### src/rtl/id_ex_forward_pkg.sv
// Shared processor definitions: ALU opcodes and the ID/EX control bubble.
package id_ex_forward_pkg;

   localparam logic [2:0] ALU_AND = 3'b000;
   localparam logic [2:0] ALU_OR  = 3'b001;
   localparam logic [2:0] ALU_ADD = 3'b010;
   localparam logic [2:0] ALU_SUB = 3'b011;
   localparam logic [2:0] ALU_SLT = 3'b100;

   typedef struct packed {
      logic       valid;
      logic       alusrc;
      logic [2:0] aluop;
      logic       regwrite;
      logic       memread;
      logic       memwrite;
   } ex_ctrl_t;

   localparam ex_ctrl_t CTRL_BUBBLE = '{valid:    1'b0,
                                        alusrc:   1'b0,
                                        aluop:    ALU_AND,
                                        regwrite: 1'b0,
                                        memread:  1'b0,
                                        memwrite: 1'b0};

endpackage

### src/rtl/id_ex_forward_fwd_mux.sv
// Operand forwarding selector: EX/MEM beats MEM/WB beats register data; r0 reads as zero.
module fwd_mux #(
   parameter int DATA_W = 16,
   parameter int REG_AW = 3
) (
   input  logic [REG_AW-1:0] src_addr_i,
   input  logic [DATA_W-1:0] reg_data_i,
   input  logic [REG_AW-1:0] exm_rd_i,
   input  logic              exm_regwrite_i,
   input  logic [DATA_W-1:0] exm_result_i,
   input  logic [REG_AW-1:0] wb_rd_i,
   input  logic              wb_regwrite_i,
   input  logic [DATA_W-1:0] wb_data_i,
   output logic [DATA_W-1:0] fwd_data_o
);

   always_comb begin
      fwd_data_o = reg_data_i;
      if (src_addr_i == '0) begin
         fwd_data_o = '0;
      end else if (exm_regwrite_i && (exm_rd_i == src_addr_i)) begin
         fwd_data_o = exm_result_i;
      end else if (wb_regwrite_i && (wb_rd_i == src_addr_i)) begin
         fwd_data_o = wb_data_i;
      end
   end

endmodule

### src/rtl/id_ex_forward.sv
// ID/EX pipeline register with load-use stall detection and EX-stage operand forwarding.
module id_ex_forward
   import id_ex_forward_pkg::*;
#(
   parameter int DATA_W = 16,
   parameter int REG_AW = 3
) (
   input  logic              clock,
   input  logic              reset,
   input  logic              id_valid,
   input  logic [REG_AW-1:0] id_rs1_addr,
   input  logic [REG_AW-1:0] id_rs2_addr,
   input  logic [REG_AW-1:0] id_rd_addr,
   input  logic [DATA_W-1:0] id_rs1_data,
   input  logic [DATA_W-1:0] id_rs2_data,
   input  logic [DATA_W-1:0] id_imm,
   input  logic              id_alusrc,
   input  logic [2:0]        id_aluop,
   input  logic              id_regwrite,
   input  logic              id_memread,
   input  logic              id_memwrite,
   input  logic              flush,
   input  logic [REG_AW-1:0] exm_rd,
   input  logic              exm_regwrite,
   input  logic [DATA_W-1:0] exm_result,
   input  logic [REG_AW-1:0] wb_rd,
   input  logic              wb_regwrite,
   input  logic [DATA_W-1:0] wb_data,
   output logic [DATA_W-1:0] entrada1,
   output logic [DATA_W-1:0] entrada2,
   output logic [2:0]        ALUControl,
   output logic [DATA_W-1:0] ex_store_data,
   output logic [REG_AW-1:0] ex_rd_addr,
   output logic              ex_regwrite,
   output logic              ex_memread,
   output logic              ex_memwrite,
   output logic              ex_valid,
   output logic              stall
);

   ex_ctrl_t          ctrl_d, ctrl_q;
   logic [REG_AW-1:0] rs1_addr_d, rs1_addr_q;
   logic [REG_AW-1:0] rs2_addr_d, rs2_addr_q;
   logic [REG_AW-1:0] rd_addr_d, rd_addr_q;
   logic [DATA_W-1:0] rs1_data_d, rs1_data_q;
   logic [DATA_W-1:0] rs2_data_d, rs2_data_q;
   logic [DATA_W-1:0] imm_d, imm_q;
   logic [DATA_W-1:0] op_a, fwd_rs2;
   logic              load_use;

   // rs2 only counts as a consumer when it feeds the ALU or is the store data
   always_comb begin
      load_use = ctrl_q.valid && ctrl_q.memread && (rd_addr_q != '0) &&
                 ((rd_addr_q == id_rs1_addr) ||
                  ((rd_addr_q == id_rs2_addr) && (!id_alusrc || id_memwrite)));
      stall    = reset && !flush && id_valid && load_use;
   end

   always_comb begin
      ctrl_d     = CTRL_BUBBLE;
      rs1_addr_d = '0;
      rs2_addr_d = '0;
      rd_addr_d  = '0;
      rs1_data_d = '0;
      rs2_data_d = '0;
      imm_d      = '0;
      if (!stall && !flush) begin
         ctrl_d     = '{valid: id_valid, alusrc: id_alusrc, aluop: id_aluop,
                        regwrite: id_regwrite, memread: id_memread, memwrite: id_memwrite};
         rs1_addr_d = id_rs1_addr;
         rs2_addr_d = id_rs2_addr;
         rd_addr_d  = id_rd_addr;
         rs1_data_d = id_rs1_data;
         rs2_data_d = id_rs2_data;
         imm_d      = id_imm;
      end
   end

   always_ff @(posedge clock) begin
      if (!reset) begin
         ctrl_q     <= CTRL_BUBBLE;
         rs1_addr_q <= '0;
         rs2_addr_q <= '0;
         rd_addr_q  <= '0;
         rs1_data_q <= '0;
         rs2_data_q <= '0;
         imm_q      <= '0;
      end else begin
         ctrl_q     <= ctrl_d;
         rs1_addr_q <= rs1_addr_d;
         rs2_addr_q <= rs2_addr_d;
         rd_addr_q  <= rd_addr_d;
         rs1_data_q <= rs1_data_d;
         rs2_data_q <= rs2_data_d;
         imm_q      <= imm_d;
      end
   end

   fwd_mux #(.DATA_W(DATA_W), .REG_AW(REG_AW)) u_fwd_rs1 (
      .src_addr_i     (rs1_addr_q),
      .reg_data_i     (rs1_data_q),
      .exm_rd_i       (exm_rd),
      .exm_regwrite_i (exm_regwrite),
      .exm_result_i   (exm_result),
      .wb_rd_i        (wb_rd),
      .wb_regwrite_i  (wb_regwrite),
      .wb_data_i      (wb_data),
      .fwd_data_o     (op_a)
   );

   fwd_mux #(.DATA_W(DATA_W), .REG_AW(REG_AW)) u_fwd_rs2 (
      .src_addr_i     (rs2_addr_q),
      .reg_data_i     (rs2_data_q),
      .exm_rd_i       (exm_rd),
      .exm_regwrite_i (exm_regwrite),
      .exm_result_i   (exm_result),
      .wb_rd_i        (wb_rd),
      .wb_regwrite_i  (wb_regwrite),
      .wb_data_i      (wb_data),
      .fwd_data_o     (fwd_rs2)
   );

   assign entrada1      = op_a;
   assign entrada2      = ctrl_q.alusrc ? imm_q : fwd_rs2;
   assign ex_store_data = fwd_rs2;
   assign ALUControl    = ctrl_q.aluop;
   assign ex_rd_addr    = rd_addr_q;
   assign ex_regwrite   = ctrl_q.regwrite;
   assign ex_memread    = ctrl_q.memread;
   assign ex_memwrite   = ctrl_q.memwrite;
   assign ex_valid      = ctrl_q.valid;

endmodule
### config.mk
export PLATFORM = sky130hd
export DESIGN_NAME = id_ex_forward
export DESIGN_NICKNAME = d
export VERILOG_FILES = /design/src/rtl/id_ex_forward_pkg.sv /design/src/rtl/id_ex_forward_fwd_mux.sv /design/src/rtl/id_ex_forward.sv
export SDC_FILE = /design/constraint.sdc
export NUM_CORES = 1
export LEC_CHECK = 0
export CORE_MARGIN = 2
export CORE_UTILIZATION = 43
export DETAILED_ROUTE_END_ITERATION = 12
export GPL_ROUTABILITY_DRIVEN = 0
export GPL_TIMING_DRIVEN = 0
export PLACE_DENSITY = 0.86
export SYNTH_ARGS = -nofsm -noshare
export SYNTH_HDL_FRONTEND = slang
export SYNTH_SLANG_ARGS = --single-unit
### constraint.sdc
create_clock -name clock -period 3.65 [get_ports clock]
set_input_delay 0.365 -clock clock [delete_from_list [all_inputs] [get_ports clock]]
set_output_delay 0.365 -clock clock [all_outputs]
set_load 0.01 [all_outputs]
# --- Yosys cells after proc, flatten, opt, wreduce, memory -nomap -nowiden ---
# Index checks and enable logic that the tools add are counted.
word_totals:
  reg_bits: 65
  in_bits: 108
  output_inout_bits: 59
  word_cells: 46
op_classes:
  eq_ne: 6
  mux: 7
  n_reduce_logical: 21
ops:
  columns: ["cell", "count"]
  rows:
  - ["16-bit 2-to-1 mux", 7]
  - ["3-bit == test", 6]
  - ["1-bit logical AND", 12]
  - ["3-bit logical NOT", 2]
  - ["1-bit logical NOT", 3]
  - ["3-bit nonzero test", 1]
  - ["1-bit logical OR", 2]
  - ["2-bit AND reduction", 1]

# --- Depth between registers and ports, before layout ---
# Gate-level depths: netlist of the first run.
depth:
  word_depth: 9
  ltp_mapped: 6
  ltp_nobuf: 4

# --- Cells and area by module ---
# Synthesis of the first run repeated with hierarchy kept, for this count alone.
unflattened:
  cells_unflattened: 367
  area_unflattened_um2: 3040.4
by_module_without_submodules:
  columns: ["mod", "instances", "cells_each", "area_each_um2", "seq_area_each_um2"]
  rows:
  - ["id_ex_forward", 1, 243, 2174.6, 1301.2]
  - ["fwd_mux", 2, 62, 432.9, 0.0]

# --- Worst setup path after synthesis of the first run ---
# No wires, ideal clock.
synth_timing:
  path_kind: "input -> output"
  from: "input port wb_regwrite"
  to: "output port entrada1[10]"
  arrival_ns: 1.769
  required_time_ns: 3.285
  setup_slack_ns: 1.516
  stages: 5
  n_path_buf: 2
  path_cell_list: "clkbuf_1 > nand4_1 > buf_2 > mux2i_1 > a211oi_1"
synth_via:
  elab_chain_cells: 4
synth_rtl:
  columns: ["element", "line", "rtl"]
  rows:
  - ["from (decl)", "id_ex_forward.sv:27", "input logic wb_regwrite,"]
  - ["1-bit logical AND", "id_ex_forward_fwd_mux.sv:23", "end else if (wb_regwrite_i && (wb_rd_i == src_addr_i)) begin"]
  - ["16-bit 2-to-1 mux", "id_ex_forward_fwd_mux.sv:23", null]
  - ["16-bit 2-to-1 mux", "id_ex_forward_fwd_mux.sv:21", "end else if (exm_regwrite_i && (exm_rd_i == src_addr_i)) begin"]
  - ["16-bit 2-to-1 mux", "id_ex_forward_fwd_mux.sv:19", "if (src_addr_i == '0) begin"]
  - ["to (decl)", "id_ex_forward.sv:29", "output logic [DATA_W-1:0] entrada1,"]
# Every way passes these cells.

# --- Final worst setup path of the first run ---
layout_timing:
  from: "input port wb_rd[2]"
  to: "output port entrada2[7]"
layout_via:
  elab_chain_cells: 6
layout_rtl:
  columns: ["element", "line", "rtl"]
  rows:
  - ["from (decl)", "id_ex_forward.sv:26", "input logic [REG_AW-1:0] wb_rd,"]
  - ["3-bit == test", "id_ex_forward_fwd_mux.sv:23", null]
  - ["1-bit logical AND", "id_ex_forward_fwd_mux.sv:23", null]
  - ["16-bit 2-to-1 mux", "id_ex_forward_fwd_mux.sv:23", null]
  - ["16-bit 2-to-1 mux", "id_ex_forward_fwd_mux.sv:21", null]
  - ["16-bit 2-to-1 mux", "id_ex_forward_fwd_mux.sv:19", null]
  - ["16-bit 2-to-1 mux", "id_ex_forward.sv:124", "assign entrada2 = ctrl_q.alusrc ? imm_q : fwd_rs2;"]
  - ["to (decl)", "id_ex_forward.sv:30", "output logic [DATA_W-1:0] entrada2,"]
# Every way passes these cells.

==> results of run 1 <==
[metrics by stage]
stage          cell area [um^2]  setup slack, ns
4_1_cts                    5180            0.381
6_report                   5180            0.354
3_3_place_gp               4960            0.411
2_1_floorplan              3190             1.52
5_1_grt                    5180            0.121
3_5_place_dp               4960            0.382
[cells in the final DEF (no fill, tap or decap), types with 4 or more instances in the layout]
master,count
dfxtp_1,65
nor3b_1,64
clkdlybuf4s50_1,165
nor4_1,16
a211oi_2,10
nand2_1,32
mux2i_1,16
clkbuf_1,24
xnor2_1,15
a211oi_1,22
buf_2,4
o21ai_0,16
clkbuf_8,9
buf_1,4
o31ai_1,16
nor2_1,32
[where the power goes]
group	internal, uW	total, uW	leakage, uW	switching (uW)
Clock	384	663	0.000110	279
Sequential	738	752	0.000534	14.3
Combinational	221	384	0.00119	163
[Yosys cell counts]
library cell,count
buf_1,4
buf_6,1
or3_1,2
clkbuf_1,24
nand4_1,3
o21ai_0,16
a21oi_1,1
dfxtp_1,65
o31ai_1,16
a211oi_2,10
nand2b_1,1
buf_4,3
or4b_1,1
mux2i_1,16
inv_1,1
nor3b_1,64
nor4_1,16
o2111ai_1,1
xor2_1,3
a211oi_1,22
xnor2_1,15
and4_1,1
nor3_1,3
buf_2,4
nor2_1,32
nand2_1,32
nand3_1,2
[state kept, by name (all words and copies together), names as in the netlist]
register and flops:
rs1_data_q 16, ex_memwrite 1, rs1_addr_q 3, imm_q 16
ctrl_q 1, rs2_data_q 16, ex_valid 1, ALUControl 3
ex_rd_addr 3, ex_regwrite 1, rs2_addr_q 3, ex_memread 1
[metal layers]
layer,up-vias,track usage,part of all wire
met2,138,0.454,0.48
li1,1653,-,-
met4,0,0.117,0.037
met3,29,0.0637,0.064
met5,-,0,0
met1,1529,0.326,0.42
[worst max path at each step]
| stage | startpoint | endpoint |
|---|---|---|
| floorplan | wb_regwrite | entrada1[10] |
| global placement | wb_rd[0] | entrada2[11] |
| detailed placement | wb_rd[0] | entrada2[11] |
| CTS | wb_rd[0] | entrada2[11] |
| global route | wb_rd[2] | entrada2[7] |
| finish | wb_rd[2] | entrada2[7] |
[worst max-delay path: stages]
cell and delay [ns]:
clkdlybuf4s50_1 0.54, xor2_1 0.47, or4b_1 0.19, buf_2 0.19, buf_6 0.19, a211oi_2 0.10
o31ai_1 0.28, clkdlybuf4s50_1 0.61
[kinds of logic (layout without fill, tap and decap cells)]
family	count (synthesis)	in the layout	synth area share
flops	65	65	0.408
xor+xnor	18	18	0.0495
simple gates	157	157	0.283
compound gates	66	66	0.158
mux	16	16	0.0502
buf+inv	37	217	0.0510
[layout make-up]
cell class / count / area [um^2]
fill: 578 / 2040
multi-input combinational: 257 / 1720
timing repair buffer: 165 / 1650
sequential: 65 / 1300
buffer: 36 / 159
clock buffer: 9 / 124
tap: 99 / 124
clock inverter: 6 / 91.3
inverter: 1 / 3.75
==> run_results.csv, run 1 <==
group,metric,value,unit
outcome,status,"finished clean",
placement,port_buffers,165,
job,drv_cap,0,
detailed_routing,first_iter_violations,143,
placement,place_hpwl,8.78,mm
cts,path_clk_slew,0.08,ns
cts,post_cts_resized,0,
floorplan,rows,31,
setup_path,crit_fanout,10,
synthesis,synth_cell_types,27,
finish,final_cell_count_no_fill,638,
detailed_routing,drt-pass1-iter-count,4,
floorplan,core_area,7210,um^2
floorplan,die_h,90.1,um
cts,cts_root_buf,"clkbuf_8",
synthesis,synth_top_area_share,0.408,
setup_path,arrival,2.93,ns
synthesis,ys_ff_latch,65,
timing,finalSetupViolCount,0,
finish,final_util,0.718,
worst_hold_path,hold_class,"in -> reg",
power,ir_drop,0.240,mV
detailed_routing,vias,3349,
timing,rsz0062_at_grt,"false",
setup_path,crit_type,"in -> out",
cts,clockBufferDepth,2,
worst_hold_path,holdPathEnd,"ALUControl[2]",
worst_hold_path,hold_path_startpoint,"id_aluop[2]",
setup_path,endpoint_kind,"output port",
floorplan,start_util,0.442,
cts,h-tree-depth,3,
cts,clk_latency,0.35,ns
global_routing,grt_overflow,0,
timing,report.final.slew_viol_count,0,
setup_path,cp.required,3.28,ns
timing,min_period,3.30,ns
power,power_density,347,nW/um^2
global_routing,grt_pass1_wl,17.6,mm
cts,cts_hold_buf,0,
floorplan,die-area,8120,um^2
setup_path,r2r_end,"imm_q[15]",
detailed_routing,drc_errors,0,
global_routing,grt_pass1_vias,3564,
timing,hold_ws,0.575,ns
cts,post-cts-setup-buffer-count,0,
timing,hold_viol,0,
timing,worstMarginPinSlew,0.770,ns
setup_path,reg2reg_depth,6,
timing,period_share,0.903,
detailed_routing,drt-total-wl,10.8,mm
finish,n_antenna_cell,0,
setup_path,rrSetupSlack,1.62,ns
detailed_routing,ant_nets,0,
global_routing,grt_antenna_before_repair,0,
synthesis,seq_area_frac_synth,0.408,
floorplan,ios,167,
cts,cts_tree,"built",
floorplan,fp.dieW,90.1,um
timing,fin_skew,0.0134,ns
finish,nets,643,
timing,relSlewSlack,0.483,
global_routing,track_usage,0.269,
synthesis,yosysWarnings,0,
setup_path,start_kind,"input pin",
synthesis,yosysTopAreaCell,"dfxtp_1",
worst_hold_path,whs_path_depth,2,
detailed_routing,via_per_inst,5.25,
synthesis,synthesis.nets,467,
cts,cts_buffers,9,
synthesis,syn_avg_cell_area,8.88,um^2
timing,fmax,303,MHz
cts,cts_sinks,65,
global_routing,grt_max_degree,13,
power,finalPower,1800,uW
power,p_leak,0.00183,uW
synthesis,synth_cells,359,
placement,placedCellCount,623,
setup_path,reg2reg_from,"ex_rd_addr[0]",
finish,area_growth,62.4,%
timing,fin_tns_setup,0,ns
synthesis,yosys-top-cells-area,"dfxtp_1, nor3b_1, a211oi_1",
finish,layout-drive-gt1-share,0.0612,
synthesis,syn-cell-area,3190,um^2
detailed_routing,wl_per_cell,16.9,um
Note: power is estimated with default switching activity, not from simulation.
==> inputs of run 2 (changes only) <==
- CORE_MARGIN: 2 -> 8
==> run_results.csv, run 2 (synthesis gave the netlist of run 1 again) <==
group,metric,value,unit
finish,layout_commonest_cell,"clkdlybuf4s50_1",
outcome,status,"finished clean",
power,finalPower,1820,uW
finish,final_cell_mix,"clkdlybuf4s50_1, dfxtp_1, nor3b_1",
floorplan,ios,167,
finish,nets,643,
finish,reg_top3,"imm_q x16, rs1_data_q x16, rs2_data_q x16",
global_routing,top_usage_layer,"met2",
worst_hold_path,hold_class,"in -> reg",
global_routing,grt_overflow,0,
timing,fin_skew,0.00851,ns
cts,cts_root_buf,"clkbuf_8",
detailed_routing,ant_nets,0,
job,drv_cap,0,
setup_path,r2r_end,"ALUControl[1]",
global_routing,use_met2,0.396,
cts,cts_buffers,9,
detailed_routing,first_iter_violations,172,
timing,period_share,0.920,
detailed_routing,wl_per_cell,19.1,um
finish,n_antenna_cell,0,
timing,fmax,298,MHz
finish,layout-drive-gt1-share,0.0611,
global_routing,grt_antenna_before_repair,0,
floorplan,rows,31,
timing,rsz0062_at_grt,"false",
global_routing,track_usage,0.236,
timing,finalSetupViolCount,0,
global_routing,use_met1,0.271,
worst_hold_path,whs_path_depth,2,
power,p_leak,0.00184,uW
placement,placedCellCount,623,
floorplan,start_util,0.442,
setup_path,reg2reg_depth,6,
setup_path,reg2reg_from,"ex_rd_addr[0]",
cts,cts_sinks,65,
floorplan,die_h,102,um
setup_path,crit_fanout,10,
timing,min_period,3.36,ns
detailed_routing,via_per_inst,5.36,
global_routing,grt_max_degree,13,
setup_path,cp.required,3.28,ns
timing,hold_viol,0,
detailed_routing,drt-pass1-iter-count,6,
power,ir_drop,0.269,mV
floorplan,fp.dieW,102,um
cts,path_clk_slew,0.08,ns
setup_path,start_kind,"input pin",
detailed_routing,drt-total-wl,12.2,mm
setup_path,arrival,2.99,ns
timing,report.final.slew_viol_count,0,
power,power_density,351,nW/um^2
finish,area_growth,62.6,%
timing,worstMarginPinSlew,0.831,ns
cts,clk_latency,0.34,ns
floorplan,die-area,10400,um^2
setup_path,endpoint_kind,"output port",
cts,h-tree-depth,3,
setup_path,crit_type,"in -> out",
cts,post-cts-setup-buffer-count,0,
timing,relSlewSlack,0.442,
detailed_routing,vias,3426,
placement,place_hpwl,9.79,mm
worst_hold_path,holdPathEnd,"ex_rd_addr[2]",
cts,cts_hold_buf,0,
detailed_routing,drc_errors,0,
worst_hold_path,hold_path_startpoint,"id_rd_addr[2]",
global_routing,grt_use_met3,0.0620,
timing,fin_tns_setup,0,ns
finish,final_cell_count_no_fill,639,
global_routing,grt_pass1_vias,3744,
global_routing,grt_pass1_wl,19.2,mm
setup_path,rrSetupSlack,1.58,ns
finish,fillers,572,
cts,post_cts_resized,0,
placement,port_buffers,165,
cts,clockBufferDepth,2,
cts,cts_tree,"built",
floorplan,core_area,7210,um^2
==> run 2: cell types whose count changed in the layout (fill, tap and decap cells not counted) <==
| cell | previous run | this run |
|---|---|---|
| clkbuf_1 | 24 | 25 |
==> run 2: through the flow <==
stage	hold WS [ns]	instance area, um^2	worst slack [ns]	util
after CTS	0.564	5180	0.260	0.718
after floorplan	0.508	3190	1.52	-
after global routing	0.579	5180	0.111	0.718
final	0.579	5180	0.291	0.718
after detailed placement	0.935	4960	0.335	0.688
after global placement	0.933	4960	0.407	0.688
==> run 2: cell type report <==
type                    instances  area, um^2  share of cell area
well taps                      99         124              0.0239
clock inverters                 6        91.3              0.0176
clock buffers                  10         128              0.0246
inverters                       1        3.75            0.000724
flip-flops and latches         65        1300               0.251
plain buffers                  36         159              0.0307
repair buffers                165        1650               0.319
multi-input cells             257        1720               0.333
==> run 2: power by group <==
part	internal, uW	switching [uW]	leakage, uW
registers	738	15.2	0.000534
logic	221	166	0.00119
clock network	388	289	0.000111
==> run 2: worst max-delay path by stage <==
stage	slack, ns	endpoint	from
finish	0.29	entrada2[11]	wb_rd[1]
global route	0.11	entrada2[11]	wb_rd[2]
CTS	0.26	entrada2[11]	wb_rd[1]
detailed placement	0.33	entrada2[13]	wb_rd[1]
global placement	0.41	entrada2[11]	wb_rd[0]
floorplan	1.52	entrada1[10]	wb_regwrite
==> run 2: critical path, stage by stage <==
cell and delay, ns:
clkdlybuf4s50_1 0.53, xor2_1 0.48, or4b_1 0.20, buf_2 0.19, buf_6 0.19, a211oi_2 0.10, o31ai_1 0.32, clkdlybuf4s50_1 0.61
==> run 2: routing by layer <==
metal	vias to the layer above	share of wire
met5	-	0
met4	0	0.036
met3	31	0.083
met2	165	0.49
met1	1568	0.40
li1	1662	-
